**config.mk**
```make
export PLATFORM = sky130hd
export DESIGN_NAME = uart_tx_fifo
export DESIGN_NICKNAME = d
export VERILOG_FILES = /design/src/rtl/uart_tx_fifo.sv
export SDC_FILE = /design/constraint.sdc
export NUM_CORES = 1
export LEC_CHECK = 0
export ABC_AREA = 1
export ABC_CLOCK_PERIOD_IN_PS = 1800
export CORE_ASPECT_RATIO = 0.6
export CORE_MARGIN = 2
export CORE_UTILIZATION = 50
export DETAILED_ROUTE_END_ITERATION = 10
export PLACE_DENSITY = 0.7
export REMOVE_ABC_BUFFERS = 1
export SLEW_MARGIN = 20
export SYNTH_ARGS = -nofsm -noshare
export SYNTH_HDL_FRONTEND = slang
export SYNTH_SLANG_ARGS = --single-unit
```
**constraint.sdc**
```tcl
create_clock -name clk_50m -period 1.8 [get_ports clk_50m]
set_input_delay 0.36 -clock clk_50m [delete_from_list [all_inputs] [get_ports clk_50m]]
set_output_delay 0.36 -clock clk_50m [all_outputs]
set_load 0.03 [all_outputs]
```
**src/rtl/uart_tx_fifo.sv**
```systemverilog
// Buffered UART transmitter: byte FIFO feeding a baud-timed 8N1 frame serialiser (LSB first).
// Optional even-parity bit between D7 and stop when UART_TX_PARITY_EN is defined.
//
// state    | meaning
// S_IDLE   | line high, waiting for a queued byte
// S_START  | start bit (Tx=0)
// S_DATA   | eight data bits, shift[0] on the line
// S_PARITY | even parity of the byte (only with UART_TX_PARITY_EN)
// S_STOP   | stop bit (Tx=1); chains straight into the next start if FIFO has data
module uart_tx_fifo #(
    parameter int CLK_HZ     = 50_000_000,
    parameter int BAUD       = 115200,
    parameter int FIFO_DEPTH = 8
) (
    input  logic                          clk_50m,
    input  logic                          rst_n,
    input  logic [7:0]                    data_in,
    input  logic                          wr_en,
    input  logic                          clear,
    output logic                          Tx,
    output logic                          Tx_busy,
    output logic                          full,
    output logic [$clog2(FIFO_DEPTH):0]   fifo_count,
    output logic                          overflow
);

    localparam int DIV    = CLK_HZ / BAUD;
    localparam int BAUD_W = $clog2(DIV);
    localparam int PTR_W  = $clog2(FIFO_DEPTH);
    localparam int CNT_W  = PTR_W + 1;
    localparam logic [BAUD_W-1:0] DIV_M1 = BAUD_W'(DIV - 1);

    typedef enum logic [2:0] {
        S_IDLE,
        S_START,
        S_DATA,
        S_PARITY,
        S_STOP
    } state_t;

    state_t            state;
    logic [7:0]        mem [FIFO_DEPTH];
    logic [PTR_W-1:0]  wr_ptr;
    logic [PTR_W-1:0]  rd_ptr;
    logic [BAUD_W-1:0] baud_cnt;
    logic [2:0]        bit_idx;
    logic [7:0]        shift;
    logic              tx_q;
    logic              fifo_empty;
    logic              bit_done;
    logic              push;
    logic              pop;
    logic [7:0]        head;
`ifdef UART_TX_PARITY_EN
    logic              parity_bit;
`endif

    assign fifo_empty = (fifo_count == '0);
    assign full       = (fifo_count == CNT_W'(FIFO_DEPTH));
    assign bit_done   = (baud_cnt == '0);
    assign head       = mem[rd_ptr];
    assign push       = !clear && wr_en && !full;
    // Pop is only taken where the FSM loads the shift register.
    assign pop        = !clear && !fifo_empty &&
                        ((state == S_IDLE) || (state == S_STOP && bit_done));

    assign Tx      = tx_q;
    assign Tx_busy = (state != S_IDLE) || !fifo_empty;

    always_ff @(posedge clk_50m) begin
        if (push)
            mem[wr_ptr] <= data_in;
    end

    always_ff @(posedge clk_50m or negedge rst_n) begin
        if (!rst_n) begin
            wr_ptr     <= '0;
            rd_ptr     <= '0;
            fifo_count <= '0;
            overflow   <= 1'b0;
        end else if (clear) begin
            wr_ptr     <= '0;
            rd_ptr     <= '0;
            fifo_count <= '0;
            overflow   <= 1'b0;
        end else begin
            if (push)
                wr_ptr <= wr_ptr + PTR_W'(1);
            if (pop)
                rd_ptr <= rd_ptr + PTR_W'(1);
            case ({push, pop})
                2'b10:   fifo_count <= fifo_count + CNT_W'(1);
                2'b01:   fifo_count <= fifo_count - CNT_W'(1);
                default: fifo_count <= fifo_count;
            endcase
            // A dropped write is flagged even if a pop frees space on the same edge.
            if (wr_en && full)
                overflow <= 1'b1;
        end
    end

    always_ff @(posedge clk_50m or negedge rst_n) begin
        if (!rst_n) begin
            state    <= S_IDLE;
            tx_q     <= 1'b1;
            baud_cnt <= '0;
            bit_idx  <= '0;
            shift    <= '0;
`ifdef UART_TX_PARITY_EN
            parity_bit <= 1'b0;
`endif
        end else if (clear) begin
            state    <= S_IDLE;
            tx_q     <= 1'b1;
            baud_cnt <= '0;
            bit_idx  <= '0;
        end else begin
            case (state)
                S_IDLE: begin
                    tx_q <= 1'b1;
                    if (pop) begin
                        shift    <= head;
`ifdef UART_TX_PARITY_EN
                        parity_bit <= ^head;
`endif
                        tx_q     <= 1'b0;
                        baud_cnt <= DIV_M1;
                        state    <= S_START;
                    end
                end
                S_START: begin
                    if (bit_done) begin
                        tx_q     <= shift[0];
                        bit_idx  <= '0;
                        baud_cnt <= DIV_M1;
                        state    <= S_DATA;
                    end else begin
                        baud_cnt <= baud_cnt - BAUD_W'(1);
                    end
                end
                S_DATA: begin
                    if (bit_done) begin
                        baud_cnt <= DIV_M1;
                        if (bit_idx == 3'd7) begin
`ifdef UART_TX_PARITY_EN
                            tx_q  <= parity_bit;
                            state <= S_PARITY;
`else
                            tx_q  <= 1'b1;
                            state <= S_STOP;
`endif
                        end else begin
                            shift   <= shift >> 1;
                            tx_q    <= shift[1];
                            bit_idx <= bit_idx + 3'd1;
                        end
                    end else begin
                        baud_cnt <= baud_cnt - BAUD_W'(1);
                    end
                end
`ifdef UART_TX_PARITY_EN
                S_PARITY: begin
                    if (bit_done) begin
                        tx_q     <= 1'b1;
                        baud_cnt <= DIV_M1;
                        state    <= S_STOP;
                    end else begin
                        baud_cnt <= baud_cnt - BAUD_W'(1);
                    end
                end
`endif
                S_STOP: begin
                    if (bit_done) begin
                        if (pop) begin
                            shift    <= head;
`ifdef UART_TX_PARITY_EN
                            parity_bit <= ^head;
`endif
                            tx_q     <= 1'b0;
                            baud_cnt <= DIV_M1;
                            state    <= S_START;
                        end else begin
                            tx_q  <= 1'b1;
                            state <= S_IDLE;
                        end
                    end else begin
                        baud_cnt <= baud_cnt - BAUD_W'(1);
                    end
                end
                default: begin
                    tx_q  <= 1'b1;
                    state <= S_IDLE;
                end
            endcase
        end
    end

endmodule

```
# Yosys cells after proc, flatten, opt, wreduce, memory -nomap -nowiden
# Memory sizes are Yosys's and may differ from the RTL's.
# Index checks and enable logic that the tools add are counted.
# word_totals
reg_bits	35
ram_bits	64
inputBits	12
output_inout_bits	8
elab_cells	100
memories	1
# op_classes
addsub	6
n_eq_ne	16
muxes	40
bitwise	1
reduce_logical	27
# mem_list
name	words	width	rd	rd_clocked_by_memory_dff	wr	line	source
mem	8	8	1	0	1	42	logic [7:0] mem [FIFO_DEPTH];
# op_table
operator	n
2-to-1 mux 3 bit	14
2-to-1 mux 9 bit	4
2-to-1 mux 8 bit	4
case mux 9 bit (3 select lines)	1
case mux 8 bit (3 select lines)	1
inequality test 3 bit, second input constant	6
case mux 3 bit (4 select lines)	1
nonzero test 3 bit	4
2-to-1 mux 1 bit	11
AND reduction 5 bit	2
adder 3 x 1 -> 3 bit, second input constant	3
zero test 9 bit	1
subtractor 9 x 1 -> 9 bit, second input constant	1
case mux 4 bit (2 select lines)	1
equality test 3 bit, second input constant	2
logical AND 1 bit	6
inequality test 2 bit, second input constant	3
case mux 3 bit (2 select lines)	1
nonzero test 2 bit	3
adder 4 x 1 -> 4 bit, second input constant	1
equality test 4 bit, second input constant	1
zero test 4 bit	1
2-to-1 mux 4 bit	1
case mux 1 bit (4 select lines)	1
other kinds (13)	16

# Depth between registers and ports, before layout
# Gate-level depths: netlist of run 1.
# logic_depth
depth_word	8
mapped_depth	16

# Worst setup path before layout of run 1
# No wires, ideal clock.
# synth_path
path_kind	reg-to-reg
start	register fifo_count[3]
end	register fifo_count[3]
arrival_time_ns	1.880
t_required_ns	1.682
path_slack_ns	-0.198
path_stages_with_launch	12
synth_period_minus_slack_ns	1.998
cell_sequence	dfrtp_1 > inv_1 > a31oi_2 > nand3_4 > inv_1 > ha_1 > inv_1 > nor2_1 > nor2_1 > nand3_1 > nand3_1 > nand2_1
# synth_between
elab_chain_cells	7
# synth_lines
element	line	source
start, declared	23	output logic [$clog2(FIFO_DEPTH):0] fifo_count,
start signal, assigned	92	2'b10: fifo_count <= fifo_count + CNT_W'(1);
start signal, assigned	93	2'b01: fifo_count <= fifo_count - CNT_W'(1);
start signal, assigned	94	default: fifo_count <= fifo_count;
zero test 4 bit	58	assign fifo_empty = (fifo_count == '0);
zero test 1 bit	64	assign pop = !clear && !fifo_empty &&
logical AND 1 bit (2 in a row)	64	
equality test 2 x 1 -> 1 bit / equality test 2 bit (equally long branches)	91	case ({push, pop})
case mux 4 bit (2 select lines)	91	
2-to-1 mux 4 bit	81	end else if (clear) begin
# Several ways; a longest one is shown, not always the timed one.
# A chain may end at the register's enable or synchronous reset.

# Final worst setup path of run 1
# layout_path
start	register baud_cnt[1]
end	register fifo_count[3]
# layout_between
elab_chain_cells	7
# layout_lines
element	line	source
start, declared	45	logic [BAUD_W-1:0] baud_cnt;
start signal, assigned	138	baud_cnt <= baud_cnt - BAUD_W'(1);
start signal, assigned	158	baud_cnt <= baud_cnt - BAUD_W'(1);
start signal, assigned	187	baud_cnt <= baud_cnt - BAUD_W'(1);
zero test 9 bit (*)	60	assign bit_done = (baud_cnt == '0);
logical AND 1 bit (*)	65	((state == S_IDLE) || (state == S_STOP && bit_done));
logical OR 1 bit (*)	65	
logical AND 1 bit (*)	64	
equality test 2 x 1 -> 1 bit / equality test 2 bit (equally long branches)	91	
case mux 4 bit (2 select lines)	91	
2-to-1 mux 4 bit	81	
# Every way passes the cells marked *; elsewhere a longest branch is shown, timed or not.

==> flow_metrics.py, run 1 <==
metrics = {
    "outcome": {
        "result_of_the_run": "complete, but fails checks",
        "failed_checks": "negative setup slack",
    },
    "detailed_routing": {
        "drt_first_iter_violations": 298,
        "first_pass_iters": 5,
        "drt_wl_total_um": 11310,
        "routedLengthMet1_um": 5342,
        "met2RoutedLength_um": 4851,
        "topRoutingLayerUsed": "met4",
        "dr_total_vias": 3654,
        "antenna_left": 0,
        "wl_met3_um": 975,
        "route.detailed.vias_per_inst": 5.553,
        "drc": 0,
        "wl_per_cell_um": 17.19,
    },
    "power": {
        "totalPowerFinal_mw": 9.940,
        "ir_drop_v": 0.0009532,
        "cellPowerDensity_nw_per_um2": 1675,
        "cellLeakagePower_nw": 2.456,
    },
    "placed_design": {
        "finalWeightedCongestion": 0.8876,
        "dpl.hpwl_um": 7833,
        "port_buffers": 19,
        "place.detailed.instances": 625,
    },
    "yosys": {
        "syn_inst": 440,
        "synthDistinctLibCells": 41,
        "synthSimpleGateAreaFrac": 0.1816,
        "post-synth-top-area-cell": "edfxtp_1",
        "ys_seq_area_frac": 0.6183,
        "yosys-mux-area-fraction": 0,
        "yosysMostFrequentCell": "nand2_1",
        "synth_compound_gate_area_share": 0.1255,
        "post_synth_instance_area_um2": 4527,
        "avgSynthCellArea_um2": 10.29,
        "synthFlopType": "edfxtp_1",
        "synth_warnings": 0,
        "netlist_top_cells_count": "nand2_1, nor2_1, edfxtp_1",
        "synthAdderAreaFrac": 0.01935,
        "synth_async_sr_flop_share": 0.3535,
        "synth.top_cells.by_area": "edfxtp_1, dfrtp_1, nand2_1, nor2_1, o21ai_0",
        "yosys.area_share.xor_xnor": 0.007739,
        "yosys.area.top_type_share": 0.4245,
        "synth-seq-cells": 99,
        "main_combinational_cell_family_by_area_after_synthesis": "simple AND/OR/NAND/NOR gates",
        "synth_edf_count": 64,
    },
    "critical_path": {
        "timing.setup.critical_path_class": "reg -> reg",
        "timing.critical_path.required_ps": 2040,
        "arrival_time_of_data_at_the_critical_path_endpoint_ps": 2170,
        "start_kind": "register",
        "critical_path.endpoint_type": "register",
        "timing.critical_path.fanout_max": 4,
    },
    "sta": {
        "post-route-worst-setup-slack_ps": -132.3,
        "setup_repair_after_global_routing_missed_its_margin": "yes",
        "report.final.setup_viol": 8,
        "worst-slew-pin-transition_ps": 449.1,
        "hold_viol": 0,
        "final.setup_skew_ps": 8.129,
        "final_min_period_over_clock_period": 1.074,
        "fmaxAchievable_mhz": 517.5,
        "max_slew_margin": 0.7006,
        "drv_slew": 0,
        "timing.final.crit_period_ps": 1932,
    },
    "final_layout": {
        "fin_cells": 658,
        "antenna_cells": 0,
        "drive_above_1_share": 0.3077,
        "final_net_count": 560,
        "filler_cell_count": 646,
        "area.growth.synth_to_final_pct": 31.09,
    },
    "cts": {
        "cts.reportedPaths.clkPinSlew_ps": 70,
        "cts.htree.levels": 3,
        "cts_tree": "yes",
        "insertion_delay_ps": 350,
        "cts-root-to-sink-buffers": 2,
        "cts-buffers-inserted": 9,
        "clk_root_buffer_cell": "clkbuf_16",
        "cts_num_sinks": 99,
    },
    "die": {
        "placementRows": 26,
        "die-width_um": 126.8,
        "die-height_um": 77.71,
        "design.die.area_um2": 9856,
        "start_util": 0.5231,
        "fp.coreArea_um2": 8653,
        "num_io_pins": 20,
    },
    "global_routing": {
        "vias_in_the_first_global_route": 3431,
        "antenna_found_initial": 0,
        "residual_overflow_from_global_routing": 0,
        "largest_net_degree_at_the_start_of_global_routing": 22,
        "global_route_wire_length_before_repair_um": 17570,
        "globalRouteTotalUtil": 0.2341,
    },
    "job": {
        "drv.max_cap_violation_count": 0,
    },
    "hold_path": {
        "class_of_the_tightest_hold_or_removal_check": "in -> async",
    },
}
[timing repair]
item / in CTS / in global routing
endpoints found under the hold margin: 16 / 0
resized for setup: 21 / 55
cloned: 0 / 0
pin swaps: 6 / 20
hold buffers: 1 / 0
endpoints found under the setup margin: 16 / 93
buffers inserted: 5 / 12
[worst paths after layout]
path	start	to	slack, ps	cells after the start
max in group asynchronous	rst_n	Tx	710	3
hold reg to reg	shift[5]	shift[5]	490	2
setup reg to reg	baud_cnt[1]	fifo_count[3]	-130	15
min in group clk_50m	shift[5]	shift[5]	490	2
hold / removal	rst_n	baud_cnt[0]	490	2
setup / recovery	baud_cnt[1]	fifo_count[3]	-130	15
[where the power goes]
group	internal, mW	switching, mW
logic	2.23	2.90
clock network	0.976	0.908
registers	2.74	0.189
[kinds of logic after synthesis]
kind of cell / after synthesis
xor+xnor: 4
flops: 99
fa+ha+maj: 7
compound gates: 94
buf+inv: 55
simple gates: 181
[through the flow]
step                      hold slack (ps)  setup WS [ps]  utilization  TNS, ps  cell area, µm²
final                               493.4         -132.3       0.6858   -316.2            5934
after floorplan                     64.41         -198.1            -   -10050            4484
after global placement              319.1         -313.8       0.6119   -20440            5295
after detailed placement            329.3         -390.4       0.6119   -26260            5295
after CTS                           491.0         -105.6       0.6547   -256.6            5665
after global routing                509.0         -234.2       0.6858    -3061            5934
[cell type report]
| type | instances | area [µm²] | area share |
|---|---|---|---|
| Clock buffer | 9 | 225.2 | 0.03795 |
| Clock inverter | 7 | 71.32 | 0.01202 |
| Inverter | 44 | 172.7 | 0.02910 |
| Multi-Input combinational cell | 286 | 1704 | 0.2872 |
| Sequential cell | 99 | 2799 | 0.4716 |
| Tap cell | 112 | 140.1 | 0.02361 |
| Timing Repair Buffer | 101 | 822.0 | 0.1385 |
[placed cells by master, fill, tap and decap left out, types with 2 or more instances in the layout]
cell type        synthesis  final
buf_6                    0      8
a31oi_1                  5      4
inv_1                   36     23
nand2_2                  3      6
nand3_4                  1      2
clkinvlp_4               0      2
o211ai_1                 3      3
nor3_1                   7      7
nand3_1                 16     13
dlygate4sd2_1            0      5
nor2_2                   3     10
nand3_2                  2      4
inv_6                    1      2
o21ai_0                 43     40
inv_8                    0      2
nand2_1                 70     62
inv_2                    5     18
a32o_1                   3      2
clkdlybuf4s50_1          0     11
o21ai_1                  0      2
clkbuf_16                0      9
edfxtp_1                64     64
buf_4                    0     75
dfrtp_1                 34     34
a21oi_1                 11     10
o22ai_1                 20     19
nand4_1                  5      5
ha_1                     7      4
nand2_8                  0      2
nor2_1                  66     57
nand2_4                  4      7
nor2_4                   1      3
o31ai_1                  2      2
xor2_1                   3      3
ha_4                     0      3
nor3_4                   1      2
[critical path, cell delays in order, from the launching register on]
cell and delay (ps):
dfrtp_1 380, inv_2 90, ha_4 150, nand2_4 60, nor2_4 150, nand3_2 100, nand2_4 100, nand3_4 90
inv_2 90, ha_4 200, inv_2 50, nor2_1 40, nor2_1 120, nand3_1 90, nand3_1 80, nand2_1 50
[flip-flops by register name (all words and copies together) (netlist names)]
signal and flops:
mem 64, baud_cnt 9, shift 8, fifo_count 4, bit_idx 3, rd_ptr 3, state 3, wr_ptr 3
Tx 1, overflow 1
[metal layers]
metal | up-vias | track usage
li1 | 1731 | -
met5 | - | 0
met1 | 1733 | 0.3559
met4 | 0 | 0.06264
met2 | 176 | 0.3339
met3 | 14 | 0.06069
Note: power is estimated with default switching activity, not from simulation.
==> run 2: changes to the inputs <==
GPL_TIMING_DRIVEN = 1   (was default)
==> results of run 2 <==
Same layout as run 1: the final DEF is identical, and so are final timing and power.
